<file path="src/rtl/key_matrix_scanner.sv">
// Matrix keypad scanner: 2-flop synchronised rows, per-frame debounce, press/release/repeat events.
// Latency <= 2 + (DEBOUNCE+1)*COLS*TICK_DIV clk; busy output stalls press/release, drops repeats.
module key_matrix_scanner #(
    parameter int ROWS        = 4,
    parameter int COLS        = 4,
    parameter int TICK_DIV    = 50000,
    parameter int DEBOUNCE    = 4,
    parameter int REPEAT_DLY  = 500,
    parameter int REPEAT_RATE = 100,
    localparam int CODE_W     = $clog2(ROWS*COLS)
) (
    input  logic              clk,
    input  logic              rst_n,
    input  logic [ROWS-1:0]   row,
    output logic [COLS-1:0]   col,
    output logic              key_valid,
    input  logic              key_ready,
    output logic [CODE_W-1:0] key_code,
    output logic              key_release,
    output logic              key_repeat,
    output logic              key_held,
    output logic              multi_key,
    output logic              ev_drop
);
    localparam int  TICK_W = $clog2(TICK_DIV);
    localparam int  CIDX_W = $clog2(COLS);
    localparam int  REP_W  = $clog2(REPEAT_DLY + REPEAT_RATE + 1);
    localparam bit  REP_EN = (REPEAT_DLY > 0);
    localparam logic [1:0] CLS_NONE = 2'd0, CLS_SINGLE = 2'd1, CLS_MULTI = 2'd2;
    localparam logic [0:0] ST_IDLE = 1'b0, ST_HELD = 1'b1;

    logic [ROWS-1:0]   r_row_s1, r_row_s2;
    logic              r_scan_en;
    logic [TICK_W-1:0] r_tick_cnt;
    logic [CIDX_W-1:0] r_col_idx;
    logic [1:0]        r_acc_hits;
    logic [CODE_W-1:0] r_acc_code;
    logic [1:0]        r_prev_cls, r_stable_cls;
    logic [CODE_W-1:0] r_prev_code, r_stable_code;
    logic [3:0]        r_db_cnt;
    logic [0:0]        r_state;
    logic [CODE_W-1:0] r_held_code;
    logic [REP_W-1:0]  r_rep_cnt;
    logic              r_rep_first;
    logic              r_key_valid, r_key_release, r_key_repeat, r_multi, r_ev_drop;
    logic [CODE_W-1:0] r_key_code;
    logic              r_q_vld;
    logic [CODE_W-1:0] r_q_code;

    logic              w_tick_end, w_frame_end;
    logic [1:0]        w_hits, w_frm_cls;
    logic [CODE_W-1:0] w_code, w_frm_code;
    logic              w_db_match;
    logic [3:0]        w_db_nxt;
    logic              w_want_press, w_want_rel, w_want_swap, w_want, w_slot_free;
    logic              w_fsm_go, w_fsm_stall;
    logic              w_rep_tick, w_rep_fire, w_rep_issue, w_rep_drop;
    logic [REP_W-1:0]  w_rep_nxt;

    assign w_tick_end  = r_scan_en && (r_tick_cnt == TICK_W'(TICK_DIV - 1));
    assign w_frame_end = w_tick_end && (r_col_idx == CIDX_W'(COLS - 1));
    assign col         = r_scan_en ? ~(COLS'(1) << r_col_idx) : '1;

    always_ff @(posedge clk or negedge rst_n) begin
        if (!rst_n) begin
            r_row_s1   <= '1;
            r_row_s2   <= '1;
            r_scan_en  <= 1'b0;
            r_tick_cnt <= '0;
            r_col_idx  <= '0;
        end else begin
            r_row_s1  <= row;
            r_row_s2  <= r_row_s1;
            r_scan_en <= 1'b1;
            if (w_tick_end) begin
                r_tick_cnt <= '0;
                r_col_idx  <= (r_col_idx == CIDX_W'(COLS - 1)) ? '0 : r_col_idx + 1'b1;
            end else if (r_scan_en) begin
                r_tick_cnt <= r_tick_cnt + 1'b1;
            end
        end
    end

    // Hit count saturates at 2: only NONE / SINGLE / MULTI matter.
    always_comb begin
        w_hits = r_acc_hits;
        w_code = r_acc_code;
        for (int r = 0; r < ROWS; r++) begin
            if (!r_row_s2[r]) begin
                if (w_hits == 2'd0) w_code = CODE_W'(r * COLS) + CODE_W'(r_col_idx);
                if (w_hits != 2'd2) w_hits = w_hits + 2'd1;
            end
        end
        w_frm_cls  = (w_hits == 2'd0) ? CLS_NONE : (w_hits == 2'd1) ? CLS_SINGLE : CLS_MULTI;
        w_frm_code = (w_hits == 2'd1) ? w_code : '0;
        w_db_match = (w_frm_cls == r_prev_cls) && (w_frm_code == r_prev_code);
        w_db_nxt   = !w_db_match ? 4'd1 : (r_db_cnt == 4'(DEBOUNCE)) ? r_db_cnt : r_db_cnt + 4'd1;
    end

    always_comb begin
        w_want_press = (r_state == ST_IDLE) && (r_stable_cls == CLS_SINGLE);
        w_want_rel   = (r_state == ST_HELD) && (r_stable_cls == CLS_NONE);
        w_want_swap  = (r_state == ST_HELD) && (r_stable_cls == CLS_SINGLE) &&
                       (r_stable_code != r_held_code);
        w_want       = w_want_press || w_want_rel || w_want_swap;
        w_slot_free  = (!r_key_valid || key_ready) && !r_q_vld;
        w_fsm_go     = w_want && w_slot_free;
        w_fsm_stall  = w_want && !w_slot_free;
        w_rep_tick   = REP_EN && (r_state == ST_HELD) && (r_stable_cls != CLS_MULTI) && w_tick_end;
        w_rep_nxt    = r_rep_cnt + 1'b1;
        w_rep_fire   = w_rep_tick &&
                       (w_rep_nxt == (r_rep_first ? REP_W'(REPEAT_DLY) : REP_W'(REPEAT_RATE)));
        w_rep_issue  = w_rep_fire && !w_fsm_go && w_slot_free;
        w_rep_drop   = w_rep_fire && !w_rep_issue;
    end

    always_ff @(posedge clk or negedge rst_n) begin
        if (!rst_n) begin
            r_acc_hits    <= '0;
            r_acc_code    <= '0;
            r_prev_cls    <= CLS_NONE;
            r_prev_code   <= '0;
            r_stable_cls  <= CLS_NONE;
            r_stable_code <= '0;
            r_db_cnt      <= '0;
        end else begin
            if (w_tick_end) begin
                r_acc_hits <= w_frame_end ? 2'd0 : w_hits;
                r_acc_code <= w_frame_end ? '0 : w_code;
            end
            // Frames arriving while an event is blocked are ignored so the stable state holds.
            if (w_frame_end && !w_fsm_stall) begin
                r_prev_cls  <= w_frm_cls;
                r_prev_code <= w_frm_code;
                r_db_cnt    <= w_db_nxt;
                if (w_db_nxt == 4'(DEBOUNCE)) begin
                    r_stable_cls  <= w_frm_cls;
                    r_stable_code <= w_frm_code;
                end
            end
        end
    end

    always_ff @(posedge clk or negedge rst_n) begin
        if (!rst_n) begin
            r_state       <= ST_IDLE;
            r_held_code   <= '0;
            r_rep_cnt     <= '0;
            r_rep_first   <= 1'b1;
            r_key_valid   <= 1'b0;
            r_key_code    <= '0;
            r_key_release <= 1'b0;
            r_key_repeat  <= 1'b0;
            r_q_vld       <= 1'b0;
            r_q_code      <= '0;
            r_multi       <= 1'b0;
            r_ev_drop     <= 1'b0;
        end else begin
            r_ev_drop <= w_rep_drop;
            r_multi   <= (r_stable_cls == CLS_MULTI);
            if (r_key_valid && key_ready) r_key_valid <= 1'b0;
            if (r_q_vld && (!r_key_valid || key_ready)) begin
                r_key_valid   <= 1'b1;
                r_key_code    <= r_q_code;
                r_key_release <= 1'b0;
                r_key_repeat  <= 1'b0;
                r_q_vld       <= 1'b0;
            end
            if (w_rep_tick && !w_fsm_go) begin
                r_rep_cnt <= w_rep_fire ? '0 : w_rep_nxt;
                if (w_rep_fire) r_rep_first <= 1'b0;
            end
            if (w_fsm_go) begin
                r_key_valid  <= 1'b1;
                r_key_repeat <= 1'b0;
                r_rep_cnt    <= '0;
                r_rep_first  <= 1'b1;
                if (w_want_press) begin
                    r_key_code    <= r_stable_code;
                    r_key_release <= 1'b0;
                    r_state       <= ST_HELD;
                    r_held_code   <= r_stable_code;
                end else begin
                    // Release the old key now; a key change parks the new press in the queue.
                    r_key_code    <= r_held_code;
                    r_key_release <= 1'b1;
                    if (w_want_swap) begin
                        r_q_vld     <= 1'b1;
                        r_q_code    <= r_stable_code;
                        r_held_code <= r_stable_code;
                    end else begin
                        r_state <= ST_IDLE;
                    end
                end
            end else if (w_rep_issue) begin
                r_key_valid   <= 1'b1;
                r_key_code    <= r_held_code;
                r_key_release <= 1'b0;
                r_key_repeat  <= 1'b1;
            end
        end
    end

    assign key_valid   = r_key_valid;
    assign key_code    = r_key_code;
    assign key_release = r_key_release;
    assign key_repeat  = r_key_repeat;
    assign key_held    = (r_state == ST_HELD);
    assign multi_key   = r_multi;
    assign ev_drop     = r_ev_drop;
endmodule
</file>
<file path="config.mk">
export PLATFORM = sky130hd
export DESIGN_NAME = key_matrix_scanner
export DESIGN_NICKNAME = d
export VERILOG_FILES = /design/src/rtl/key_matrix_scanner.sv
export SDC_FILE = /design/constraint.sdc
export NUM_CORES = 1
export LEC_CHECK = 0
export CELL_PAD_IN_SITES_DETAIL_PLACEMENT = 1
export CELL_PAD_IN_SITES_GLOBAL_PLACEMENT = 1
export CORE_MARGIN = 4
export CORE_UTILIZATION = 35
export DETAILED_ROUTE_END_ITERATION = 8
export DONT_BUFFER_PORTS = 1
export PLACE_DENSITY_LB_ADDON = 0.1
export REMOVE_ABC_BUFFERS = 1
export SETUP_SLACK_MARGIN = 0.05
export SLEW_MARGIN = 20
export SYNTH_ARGS = -nofsm -noshare
export SYNTH_HDL_FRONTEND = slang
export SYNTH_SLANG_ARGS = --single-unit
</file>
<file path="constraint.sdc">
create_clock -name clk -period 6.2 [get_ports clk]
set_input_delay 1.55 -clock clk [delete_from_list [all_inputs] [get_ports clk]]
set_output_delay 1.55 -clock clk [all_outputs]
set_load 0.005 [all_outputs]
</file>
==> flow_metrics.py <==
metrics = {
    "timing": {
        "hold_viol_final": 0,
        "rsz0062_at_grt": "no",
        "setup_viol": 0,
        "timing.final.crit_period_ns": 4.40,
        "hold_ws_ns": 0.350,
        "max_freq_mhz": 227,
        "slew_headroom_pct": 36.7,
        "fin_skew_ns": 0.00787,
        "setup_ws_ns": 1.80,
        "drv_slew": 0,
        "tns_ns": 0,
        "tightestPinTransition_ns": 0.945,
        "fin_crit_sh_pct": 71.0,
    },
    "global_route": {
        "grt_pass1_wl_um": 16300,
        "grt_overflow": 0,
        "grt_usage_pct": 14.2,
        "antenna_found_initial": 0,
        "grt_pass1_vias": 3273,
        "grt_max_degree": 80,
    },
    "floorplanning": {
        "core-area_um2": 12100,
        "num_rows": 40,
        "ios": 21,
        "die_y_um": 120,
        "die_w_um": 120,
        "dieArea_um2": 14400,
        "start_util_pct": 36.2,
    },
    "critical_path": {
        "reg2reg_slack_ns": 1.80,
        "critPathMaxFanout": 12,
        "cp.arrival_ns": 4.63,
        "critPathMaxStageDelay_ns": 0.71,
        "worst-path-buf-inv": 1,
        "critPathCaptureType": "flip-flop",
        "cp-start-kind": "flip-flop",
        "worstPathCellList": "inv_1 -> ha_1 -> nor2b_1 -> mux2_4 -> nor2_1 -> ha_1 -> nor3_1 -> a31oi_1 -> mux2i_1 -> a31oi_1 -> mux2_2 -> nor4_4 -> nand4_4 -> mux2_4",
        "critical_path.top_delay_family": "multiplexers",
        "worst-setup-path-type": "reg2reg",
        "required_ns": 6.43,
        "cp_slowest_cell": "a31oi_1",
    },
    "logic_synthesis": {
        "synthCells": 435,
        "synth-seq-cells": 79,
        "synth-xor-area-share_pct": 5.40,
        "synth_simple_gate_area_share_pct": 22.6,
        "synthDistinctLibCells": 67,
        "synth_ff_type": "dfrtp_1",
        "synth_area_leaders": "dfrtp_1 (40%), dfstp_2 (5.4%), nand2_1 (4.3%), nor2_1 (3.5%), ha_1 (3.4%)",
        "synth_common_cells": "dfrtp_1 (70), nand2_1 (50), nor2_1 (41)",
        "synth-seq-area-share_pct": 45.4,
        "synth_fa_ha_area_share_pct": 3.43,
        "synth_top_family_by_area": "simple AND/OR/NAND/NOR gates",
        "synth_edf_count": 0,
        "syn-mean-instance-area_um2": 10.1,
        "synth_area_um2": 4380,
        "synth_top_area_share_pct": 40.0,
        "synth.largest_area_cell": "dfrtp_1",
        "ys_warn_count": 0,
        "synth_most_common_cell": "dfrtp_1",
        "post_synth_mux_area_share_pct": 7.97,
        "async_reset_ff_share_pct": 100,
        "synth_compound_area_share_pct": 12.6,
    },
    "drt": {
        "totalWireLength_um": 9540,
        "wl_per_cell_um": 15.6,
        "drtIter0Drc": 160,
        "ant_nets": 0,
        "vias": 3148,
        "route.detailed.drc": 0,
        "first_pass_iters": 4,
        "via_per_inst": 5.16,
    },
    "run_status": {
        "status": "completed",
    },
    "power_and_ir_drop": {
        "ir_drop_mv": 0.223,
        "p_per_area_nw_per_um2": 251,
        "leakagePower_nw": 2.08,
    },
    "layout": {
        "final_cells": 610,
        "drive_above_1_share_pct": 14.5,
        "fin_area_um2": 4850,
        "antenna_cells": 0,
        "layout.nets": 456,
        "areaGrowthSynthToFinish_pct": 10.7,
    },
    "clocking": {
        "clockRootBuffer": "clkbuf_16",
        "clkLatencyLatePin_ns": 0.34,
        "clkTransAtPathRegs_ns": 0.06,
        "cts_tree": "built",
        "postCtsHoldBufs": 0,
        "cts.sinks": 79,
        "htree_levels": 3,
        "post_cts.repair.setup_buffers": 0,
        "post_cts_resized": 0,
        "cts_buffers": 9,
        "clockBufferDepth": 2,
    },
    "place": {
        "pre_cts_ws_ns": 1.78,
        "routabilityCongestion": 0.750,
        "port_buffers": 0,
        "dpl.hpwl_um": 6900,
        "dpl.cell_count": 594,
        "dpl_cell_area_um2": 4560,
    },
    "run": {
        "maxCapViolCount": 0,
    },
    "hold_path": {
        "min_path_type": "reg2reg",
    },
}
-- layout make-up --
class                   count  area [µm²]
fillers                  1372        7260
multi-input cells         329        2290
repair buffers              1        7.51
clock inverters             3        43.8
flip-flops and latches     79        1990
clock buffers              13         250
well taps                 168         210
inverters                  17        63.8
-- worst paths after layout --
kind	cells past startpoint	endpoint	start
setup reg to reg	14	r_stable_code[1]	r_acc_hits[0]
hold reg to reg	0	r_row_s2[0]	r_row_s1[0]
min in group asynchronous	0	r_rep_cnt[3]	rst_n
hold / removal	0	r_row_s2[0]	r_row_s1[0]
max in group asynchronous	0	r_row_s1[0]	rst_n
setup / recovery	14	r_stable_code[1]	r_acc_hits[0]
-- cells in the final DEF (no fill, tap or decap), drive strengths merged, types with 3 or more instances in the layout --
| master | synthesis | routed |
|---|---|---|
| dfrtp | 70 | 70 |
| nand2 | 50 | 50 |
| nor2 | 41 | 41 |
| o21ai | 25 | 25 |
| mux2 | 21 | 21 |
| nand3 | 19 | 19 |
| inv | 16 | 17 |
| a21oi | 15 | 15 |
| xnor2 | 14 | 14 |
| xor2 | 13 | 13 |
| clkbuf | 7 | 13 |
| ha | 12 | 12 |
| nor3 | 12 | 12 |
| o31ai | 11 | 11 |
| dfstp | 9 | 9 |
| nand2b | 8 | 8 |
| nand4 | 8 | 8 |
| and3 | 7 | 7 |
| mux2i | 7 | 7 |
| nor4 | 7 | 7 |
| o22ai | 6 | 6 |
| nor2b | 6 | 6 |
| and2 | 5 | 5 |
| a211o | 4 | 4 |
| o41ai | 4 | 4 |
| or4bb | 3 | 3 |
| nand3b | 3 | 3 |
| or4b | 3 | 3 |
-- sequential cells by signal (all words and copies together), names as in the netlist, 2 cells and up --
register	flops
r_row_s2	4
r_q_code	4
r_held_code	4
r_prev_cls	2
r_col_idx	2
r_stable_cls	2
r_row_s1	4
r_tick_cnt	16
r_acc_hits	2
r_acc_code	4
r_db_cnt	4
r_rep_cnt	10
r_prev_code	4
key_code	4
r_stable_code	4
-- through the flow --
step / util [%] / total power (W)
2_1_floorplan: - / 0.000667
3_3_place_gp: 37.6 / 0.000692
3_5_place_dp: 37.6 / 0.000697
4_1_cts: 40.1 / 0.00124
5_1_grt: 40.1 / 0.00128
6_report: 40.1 / 0.00122
-- per-layer routing --
layer  global-route usage [%]  vias to the layer above  wire length, µm
li1                         -                     1547                -
met1                     18.0                     1559             4590
met2                     23.4                       32             4500
met3                     3.77                       10              298
met4                     5.15                        0              142
met5                        0                        -                0
-- power breakdown --
part / total [W] / leakage (nW) / internal (W) / switching, W
Sequential: 0.000582 / 1.04 / 0.000548 / 0.0000333
Combinational: 0.000103 / 0.896 / 0.0000448 / 0.0000586
Clock: 0.000531 / 0.144 / 0.000324 / 0.000206
-- cell families after synthesis --
| logic type | Yosys count |
|---|---|
| adders and majority gates | 12 |
| and+or+nand+nor | 181 |
| xor gates and xnor gates | 27 |
| buffers and inverters | 27 |
| muxes | 28 |
| other | 1 |
| DFF | 79 |
| AOI/OAI and AO/OA | 80 |
Note: power is estimated with default switching activity, not from simulation.
